--- config.mk ---
export PLATFORM = sky130hd
export DESIGN_NAME = tune_player
export DESIGN_NICKNAME = d
export VERILOG_FILES = /design/src/rtl/tune_player.sv
export SDC_FILE = /design/constraint.sdc
export NUM_CORES = 1
export LEC_CHECK = 0
export BUFFER_PORTS_ARGS = -buffer_cell sky130_fd_sc_hd__buf_2
export CORE_MARGIN = 8
export CORE_UTILIZATION = 49
export DETAILED_ROUTE_END_ITERATION = 16
export HOLD_SLACK_MARGIN = 0.08
export MAX_ROUTING_LAYER = met4
export PLACE_DENSITY_LB_ADDON = 0.05
export SLEW_MARGIN = 20
export SYNTH_ARGS = -nofsm -noshare
export SYNTH_HDL_FRONTEND = slang
export SYNTH_SLANG_ARGS = --single-unit
--- constraint.sdc ---
create_clock -name clk -period 3.5 [get_ports clk]
set_clock_uncertainty 0.1 [all_clocks]
set_input_delay 0.35 -clock clk [delete_from_list [all_inputs] [get_ports clk]]
set_output_delay 0.35 -clock clk [all_outputs]
set_load 0.005 [all_outputs]
--- src/rtl/tune_player.sv ---
// Programmable multi-tune piezo sequencer: host-written note table, square-wave playback with busy/done/stop.
// Optional build macro TUNE_LOOP_EN makes a tune restart at note 0 when loop is high at its end.
module tune_player #(
  parameter int FAST_SIM  = 1,
  parameter int NUM_TUNES = 4,
  parameter int MAX_NOTES = 16,
  parameter int DUR_BASE  = 21,
  parameter int DUR_W     = 24,
  localparam int TW = $clog2(NUM_TUNES),
  localparam int NW = $clog2(MAX_NOTES)
) (
  input  logic          clk,
  input  logic          rst_n,
  input  logic          wr_en,
  input  logic [TW+NW-1:0] wr_addr,
  input  logic [18:0]   wr_data,
  input  logic          go,
  input  logic [TW-1:0] tune_sel,
  input  logic          stop,
  input  logic          loop,
  output logic          busy,
  output logic          done,
  output logic          piezo,
  output logic          piezo_n
);

  localparam int DEPTH = NUM_TUNES * MAX_NOTES;
  localparam logic [DUR_W-1:0] INC = (FAST_SIM != 0) ? DUR_W'(16) : DUR_W'(1);

  typedef enum logic [1:0] {IDLE, FETCH, LOAD, PLAY} state_t;

  state_t          state;
  logic [TW-1:0]   tune;
  logic [NW-1:0]   idx;
  logic [DUR_W-1:0] dur_cnt;
  logic [15:0]     per;
  logic [15:0]     per_cnt;
  logic            note_last;
  logic [18:0]     note_mem [DEPTH];
  logic [18:0]     rd_data;

  function automatic logic [DUR_W-1:0] note_dur(input logic [1:0] sel);
    note_dur = DUR_W'(1) << DUR_BASE;
    case (sel)
      2'd1:    note_dur = DUR_W'(1) << (DUR_BASE + 1);
      2'd2:    note_dur = DUR_W'(1) << (DUR_BASE + 2);
      2'd3:    note_dur = (DUR_W'(1) << (DUR_BASE + 2)) | (DUR_W'(1) << (DUR_BASE + 1));
      default: note_dur = DUR_W'(1) << DUR_BASE;
    endcase
  endfunction

  // Table read runs every cycle; the FETCH address is valid in LOAD.
  always_ff @(posedge clk) begin
    if (wr_en) note_mem[wr_addr] <= wr_data;
    rd_data <= note_mem[{tune, idx}];
  end

`ifndef TUNE_LOOP_EN
  logic unused_loop;
  assign unused_loop = loop;
`endif

  always_ff @(posedge clk or negedge rst_n) begin
    if (!rst_n) begin
      state     <= IDLE;
      tune      <= '0;
      idx       <= '0;
      dur_cnt   <= '0;
      per       <= '0;
      per_cnt   <= '0;
      note_last <= 1'b0;
      busy      <= 1'b0;
      done      <= 1'b0;
    end else begin
      done <= 1'b0;
      if (stop && state != IDLE) begin
        state <= IDLE;
        busy  <= 1'b0;
      end else begin
        case (state)
          IDLE: begin
            if (go && !stop) begin
              tune  <= tune_sel;
              idx   <= '0;
              state <= FETCH;
              busy  <= 1'b1;
            end
          end
          FETCH: state <= LOAD;
          LOAD: begin
            dur_cnt   <= note_dur(rd_data[17:16]);
            per       <= rd_data[15:0];
            note_last <= rd_data[18];
            per_cnt   <= '0;
            state     <= PLAY;
          end
          PLAY: begin
            per_cnt <= (per_cnt == per - 16'd1) ? 16'd0 : per_cnt + 16'd1;
            dur_cnt <= dur_cnt - INC;
            // The final PLAY cycle is the one whose decrement reaches zero.
            if (dur_cnt <= INC) begin
              if (note_last || idx == NW'(MAX_NOTES - 1)) begin
`ifdef TUNE_LOOP_EN
                if (loop) begin
                  idx   <= '0;
                  state <= FETCH;
                end else begin
                  done  <= 1'b1;
                  busy  <= 1'b0;
                  state <= IDLE;
                end
`else
                done  <= 1'b1;
                busy  <= 1'b0;
                state <= IDLE;
`endif
              end else begin
                idx   <= idx + NW'(1);
                state <= FETCH;
              end
            end
          end
          default: state <= IDLE;
        endcase
      end
    end
  end

  assign piezo   = (state == PLAY) && (per != 16'd0) && (per_cnt >= (per >> 1));
  assign piezo_n = ~piezo;

endmodule

Yosys cells after proc, flatten, opt, wreduce, memory -nomap -nowiden:

Memory sizes are Yosys's and may differ from the RTL's. A register that Yosys moved wholly into a read port is not among the register bits.
Cells that the tools add are included.

* memories kept: 1
* register bits after elaboration: 67
* input bits: 33
* output and inout bits: 4
* memory bits (writable): 1216
* word-level logic and storage cells: 74

Memory list
* note_mem: words 64, width 19, rd ports 1, clocked after memory_dff 1, wr ports 1, line 39 `logic [18:0] note_mem [DEPTH];`

* muxes and demuxes: 24
* eq/ne operators: 14
* bitwise gates (word level): 2
* add/sub/neg operators: 4
* reductions and logical operators: 18
* $lt $le $gt $ge: 2

Operators with widths (count)
* 24-bit case mux with 3 select lines: 1
* 24-bit case mux with 2 select lines: 1
* 16-bit case mux with 2 select lines: 1
* 24-bit by 5-bit less-or-equal comparator with 1-bit output, second input constant: 1
* 24-bit by 5-bit subtractor with 24-bit output, second input constant: 1
* 16-bit by 1-bit adder with 16-bit output, second input constant: 1
* 16-bit equality test: 1
* 16-bit by 15-bit greater-or-equal comparator with 1-bit output: 1
* 16-bit two-way mux: 1
* 16-bit nonzero test: 1
* 16-bit by 1-bit subtractor with 16-bit output, second input constant: 1
* 4-bit two-way mux: 3
* 1-bit two-way mux: 11
* 3-bit != test, second input constant: 3
* 2-bit equality test, second input constant: 4
* 2-bit case mux with 4 select lines: 1
* 4-bit case mux with 2 select lines: 1
* 2-bit two-way mux: 3
* 2-bit != test, second input constant: 3
* 2-bit AND reduction: 3
* 2-bit nonzero test: 3
* 5-bit AND reduction: 1
* 4-bit by 1-bit adder with 4-bit output, second input constant: 1
* 2-bit by 1-bit equality test with 1-bit output, second input constant: 2
* 10 further kinds: 14

Depth between registers and ports, before layout:

Gate-level depths: netlist of run 1.

* word-level depth: 6
* depth in mapped cells: 11
* mapped depth without buffers: 9

Worst setup path before layout of run 1:

Ideal clock, no wire load.

* kind: register to register
* start point: register per[1]
* end point: register per_cnt[7]
* clock period less this slack: 3003 ps
* path slack: 497 ps
* cell stages (with the launch flop): 10
* required time: 3261 ps
* arrival time: 2763 ps
* path buffers: 2
* setup time: 139 ps
* cell sequence: dfrtp_1 nor4_4 nand3_2 or4_4 a2111o_1 or4_4 buf_6 buf_6 a31oi_1 a31oi_1

* longest elaborated chain between the ends: 4

RTL lines
* start: declaration: line 36 `logic [15:0] per;`
* start signal: assignment: line 92 `per <= rd_data[15:0];`
* 16-bit by 1-bit subtractor with 16-bit output: line 98 `per_cnt <= (per_cnt == per - 16'd1) ? 16'd0 : per_cnt + 16'd1;`
* 16-bit equality test: line 98
* 16-bit two-way mux: line 98
* 16-bit case mux with 2 select lines: line 80 `case (state)`
* end signal: assignment: line 98
* end: declaration: line 37 `logic [15:0] per_cnt;`

Every way passes these cells.
A chain may end at the register's enable or synchronous reset.

Worst setup path after layout of run 1:

* start point: register per[2]
* end point: output port piezo_n

* longest elaborated chain between the ends: 4
* elaborated cells between the ends (all ways): 5
* those cells by class: order compare (1); bitwise (1); reduce/logical (3)

RTL lines
* parallel branches: the longest is 2 deep, another holds 16-bit by 15-bit greater-or-equal comparator with 1-bit output
* 1-bit logical AND *: line 129 `assign piezo = (state == PLAY) && (per != 16'd0) && (per_cnt >= (per >> 1));`
* 1-bit inverter *: line 130 `assign piezo_n = ~piezo;`
* end: declaration: line 24 `output logic piezo_n`

Every way passes the cells marked *.

==> impl_metrics.yaml, run 1 <==
status:
  status: "complete, no violations"
detailed_routing:
  drt-total-wl_microns: 131000
  drtPass1Iterations: 5
  drtIter0Drc: 2589
  via_count: 27500
  viasPerCell: 6.02
  drc: 0
  drtAntennaViolNets: 0
  wl_per_cell_microns: 28.7
clock_tree:
  cts_inserted_buffers: 137
  clock_sinks: 1298
  htreeDepth: 4
  cts_tree: "done"
  clk_latency_ps: 750
  cts_buffer_depth: 3
  cts.clk_slew.worst_paths_ps: 60
  cts-root-buf: "clkbuf_16"
yosys:
  synth_top_flop_cell: "edfxtp_1"
  syn-instance-count: 2839
  ys_ff_latch: 1298
  synth_area_sq_um: 51500
  async_flop_share: 0.0485
  synth_edf_count: 1216
  synth_seq_area_share: 0.747
  avgSynthCellArea_sq_um: 18.1
  ys_types: 66
  syn_nets: 2895
  yosysWarningCount: 0
timing:
  period_needed_ps: 3290
  setup_viol: 0
  fin_crit_sh: 0.941
  hold_viol_final: 0
  slew-limit-headroom: 0.284
  fmax_ghz: 0.303
  rsz0062_at_grt: "no"
  worstMarginPinSlew_ps: 1070
  finalMaxSlewViolations: 0
  fin_tns_setup_ps: 0
pwr:
  power_leakage_nw: 18.3
  p_int_mw: 26.3
  power_mw: 34.1
  irDropWorstVdd_mv: 0.433
  power_frac_comb: 0.071
  p_per_area_nw_per_um2: 577
  p_clk_frac: 0.403
  p_sw_mw: 7.76
  sequentialPowerShare: 0.526
  swShare: 0.228
worst_setup_path:
  critical-path-max-stage-delay_ps: 380
  worstReg2RegStart: "per[0]"
  timing.rr.end: "per_cnt[15]"
  crit_slowest_cell: "dfrtp_1"
  reg2reg_depth: 7
  end_kind: "output pin"
  crit_fanout: 9
  path_cells: "buf_4 > inv_1 > ha_1 > a21o_1 > a21o_1 > a211o_1 > a21oi_1 > o21ai_1 > a21oi_1 > buf_2"
  arrival_ps: 2840
  critPathKind: "reg2out"
  rrSetupSlack_ps: 250
  crit_buf_inv: 3
  crit_family: "compound AO/OA/AOI/OAI gates"
  endpoint: "piezo_n"
  startpoint: "per[2]"
  crit_cells: 10
  cp.required_ps: 3050
  cp-start-kind: "flop"
global_routing:
  grt-ovfl-total: 0
  first_global_vias: 27600
  antenna_found_initial: 14
  grt_start_max_net_pins: 65
  grt_usage: 0.230
  grt_first_pass_wirelength_microns: 189000
min_path:
  hold_class: "in2reg"
  hp-start: "wr_data[2]"
placed_design:
  place_congestion: 0.799
  port_buffers: 35
  hpwlAfterDp_microns: 77000
final_layout:
  final_common_cell: "edfxtp_1"
  layout_common_cells: "edfxtp_1, mux2i_1, mux4_2"
  final_util: 0.564
  area_growth_pct: 14.8
  drive_gt1_frac: 0.241
  final_nets: 3113
floorplanning:
  boundaryPins: 37
  coreArea_sq_um: 105000
  start_util: 0.491
  die-width_microns: 340
  rows: 119
  dieArea_sq_um: 116000
  die_h_microns: 340
job:
  maxCapViolCount: 0
==> cell type report <==
class | instances | area [sq um]
clock inverter | 80 | 684
fill | 8030 | 45700
timing repair buffer | 237 | 1990
inverter | 27 | 101
sequential | 1298 | 38500
antenna | 12 | 30.0
multi-input combinational | 1356 | 12500
tap | 1391 | 1740
clock buffer | 168 | 3580
==> layer usage <==
layer / vias up / part of all wire / global-route usage
li1: 12000 / - / -
met1: 14500 / 0.43 / 0.313
met2: 841 / 0.49 / 0.365
met3: 168 / 0.063 / 0.0438
met4: 0 / 0.019 / 0.0493
met5: - / 0 / -
==> cell usage after synthesis (14+ instances only) <==
library cell  count  area share
buf_1            35      0.0026
dfxtp_1          19      0.0074
nor2_1           94      0.0068
o22ai_1          78      0.0095
nand2_1         106      0.0077
nor3_1           15      0.0015
mux2_2           97       0.021
mux4_2          171       0.075
o21ai_0          88      0.0085
o221ai_1         76       0.013
nand3_1          17      0.0017
xnor2_1          16      0.0027
inv_1            27      0.0020
dfrtp_1          63       0.031
ha_1             23      0.0056
mux2i_1         232       0.045
clkbuf_1        113      0.0082
edfxtp_1       1216        0.71
a31oi_1          24      0.0029
nand3b_1         14      0.0020
a21oi_1         170       0.017
==> worst min path at each step <==
| stage | slack [ps] | cells after the start | end |
|---|---|---|---|
| after floorplan | -50 | 0 | busy |
| after global placement | 350 | 1 | per[14] |
| after detailed placement | 350 | 1 | per[7] |
| after CTS | 100 | 1 | note_mem[30][0] |
| after global routing | 130 | 1 | note_mem[17][0] |
| final | 130 | 1 | note_mem[28][2] |
==> flip-flops by register name, indices dropped and copies added (netlist names) <==
register	count
busy	1
note_mem	1216
idx	4
note_last	1
state	2
rd_data	19
tune	2
per	16
done	1
dur_cnt	20
per_cnt	16
==> power groups by stage <==
stage	logic (mW)	clock network (mW)	registers (mW)
floorplan	1.66	0	18.0
global placement	2.29	0	18.2
detailed placement	2.36	0	18.3
CTS	2.40	14.0	17.9
global route	2.67	14.6	18.0
finish	2.41	13.7	17.9
==> through the flow <==
stage / instance area [sq um] / instances / setup slack, ps / hold WS, ps
2_1_floorplan: 51500 / 2839 / 497 / -45.6
3_3_place_gp: 54600 / 4291 / 291 / 349
3_5_place_dp: 54600 / 4291 / 231 / 350
4_1_cts: 59000 / 4552 / 22.2 / 101
5_1_grt: 59100 / 4566 / 8.87 / 125
6_report: 59100 / 4569 / 205 / 126
==> repair_timing <==
action | CTS | global route
endpoints found under the setup margin | 1 | 2
gates resized for setup | 1 | 4
endpoints found under the hold margin | 189 | 30
setup buffers | 0 | 2
hold buffers | 13 | 3
pin swaps | 0 | 2
==> kinds of logic after synthesis <==
kind of cell / synth area share
mux: 0.141
xor+xnor: 0.00442
compound gates: 0.0570
buf+inv: 0.0141
simple gates: 0.0311
flops: 0.747
fa+ha+maj: 0.00559
(Power assumes the default switching activity.)
==> run 2, diff against run 1 <==
Settings changed: CORE_UTILIZATION 49 to 54.
==> impl_metrics.yaml, run 2 (same netlist as run 1, synthesis figures left out) <==
worst_setup_path:
  cp.required_ps: 3050
  reg2reg_depth: 7
  worstReg2RegStart: "per[13]"
  rrSetupSlack_ps: 280
  crit_fanout: 4
  timing.rr.end: "per_cnt[15]"
  cp-start-kind: "flop"
  critPathKind: "reg2out"
  end_kind: "output pin"
  arrival_ps: 2840
timing:
  hold_viol_final: 0
  finalMaxSlewViolations: 0
  setup_viol: 0
  rsz0062_at_grt: "no"
  fin_crit_sh: 0.939
  fin_tns_setup_ps: 0
  slew-limit-headroom: 0.246
  fmax_ghz: 0.304
  period_needed_ps: 3290
  hold_ws_ps: 73.4
  worstMarginPinSlew_ps: 1130
status:
  status: "complete, no violations"
pwr:
  irDropWorstVdd_mv: 0.524
  p_per_area_nw_per_um2: 582
  power_leakage_nw: 18.4
clock_tree:
  htreeDepth: 4
  clock_sinks: 1298
  cts_buffer_depth: 3
  cts.clk_slew.worst_paths_ps: 60
  cts-root-buf: "clkbuf_16"
  clk_latency_ps: 740
  cts_inserted_buffers: 135
  cts_tree: "done"
final_layout:
  largest_register_ffs: 1216
  final_nets: 3117
  reg_top3: "note_mem x1216, dur_cnt x20, rd_data x19"
  final_common_cell: "edfxtp_1"
  area_growth_pct: 14.7
  drive_gt1_frac: 0.240
  top_register: "note_mem"
  fill_cells: 6786
  layout_common_cells: "edfxtp_1, mux2i_1, buf_4"
detailed_routing:
  drtPass1Iterations: 7
  via_count: 27800
  viasPerCell: 6.26
  wl_per_cell_microns: 28.8
  drt-total-wl_microns: 128000
  drtIter0Drc: 2485
  drtAntennaViolNets: 0
  drc: 0
min_path:
  hold-path-endpoint: "note_mem[24][6]"
  holdPathStages: 1
  hold_class: "in2reg"
  hp-start: "wr_data[6]"
global_routing:
  antenna_found_initial: 10
  grt_first_pass_wirelength_microns: 187000
  grt_start_max_net_pins: 65
  grt-ovfl-total: 0
  grt_usage: 0.248
  first_global_vias: 28000
floorplanning:
  die-width_microns: 325
  coreArea_sq_um: 94700
  start_util: 0.544
  rows: 113
  boundaryPins: 37
  dieArea_sq_um: 106000
  die_h_microns: 325
placed_design:
  hpwlAfterDp_microns: 73700
  place_congestion: 0.820
  port_buffers: 35
job:
  maxCapViolCount: 0
==> run 2: what timing repair did <==
item | CTS | global route
resized for setup | 0 | 6
buffers inserted | 0 | 1
endpoints found under the setup margin | 0 | 2
hold endpoints to repair | 82 | 0
hold buffers | 9 | 0
==> run 2: area by class of cell <==
| cell class | count | area [sq um] | share of cell area |
|---|---|---|---|
| clock buffers | 184 | 3760 | 0.0636 |
| well taps | 1265 | 1580 | 0.0268 |
| multi-input cells | 1356 | 12500 | 0.212 |
| flip-flops and latches | 1298 | 38500 | 0.651 |
| repair buffers | 243 | 2010 | 0.0340 |
| inverters | 27 | 101 | 0.00171 |
| diodes | 13 | 32.5 | 0.000550 |
| clock inverters | 61 | 608 | 0.0103 |
==> run 2: worst max-delay path by stage <==
stage / start / endpoint / depth (start not counted)
finish: per_cnt[0] / piezo_n / 10
global route: per_cnt[0] / piezo_n / 10
CTS: per[2] / piezo_n / 8
detailed placement: per[13] / per_cnt[15] / 7
global placement: per[13] / per_cnt[15] / 7
floorplan: per[1] / per_cnt[7] / 9
==> run 2: per-layer routing <==
metal,track usage,up-vias,wire [microns],share of wire
met5,-,-,0,0
met3,0.0445,180,8450,0.066
met4,0.0604,0,2350,0.018
met1,0.337,14700,54900,0.43
met2,0.392,953,62500,0.49
li1,-,12000,-,-
==> run 2: where the power goes <==
part / switching [mW] / total [mW] / internal, mW
combinational: 1.34 / 2.38 / 1.05
sequential: 0.501 / 17.9 / 17.4
clock: 5.73 / 14.1 / 8.35
total: 7.57 / 34.4 / 26.8
==> run 2: critical path: stages, from the launching register on <==
cell	delay, ps
dfrtp_1	410
inv_1	110
ha_1	230
nand2b_1	140
a21o_1	170
a21o_1	180
a211o_1	290
a21oi_1	150
o21ai_1	100
a21oi_1	200
buf_2	150
==> run 2: metrics by stage <==
step                total power, mW  worst slack [ps]  std cells   util  area, sq um
global route                   35.6              14.5       4442  0.624        59100
global placement               20.5               351       4179  0.576        54600
detailed placement             20.6               363       4179  0.576        54600
floorplan                      19.7               497       2839      -        51500
CTS                            34.6              39.6       4433  0.623        59000
finish                         34.4               212       4447  0.624        59100
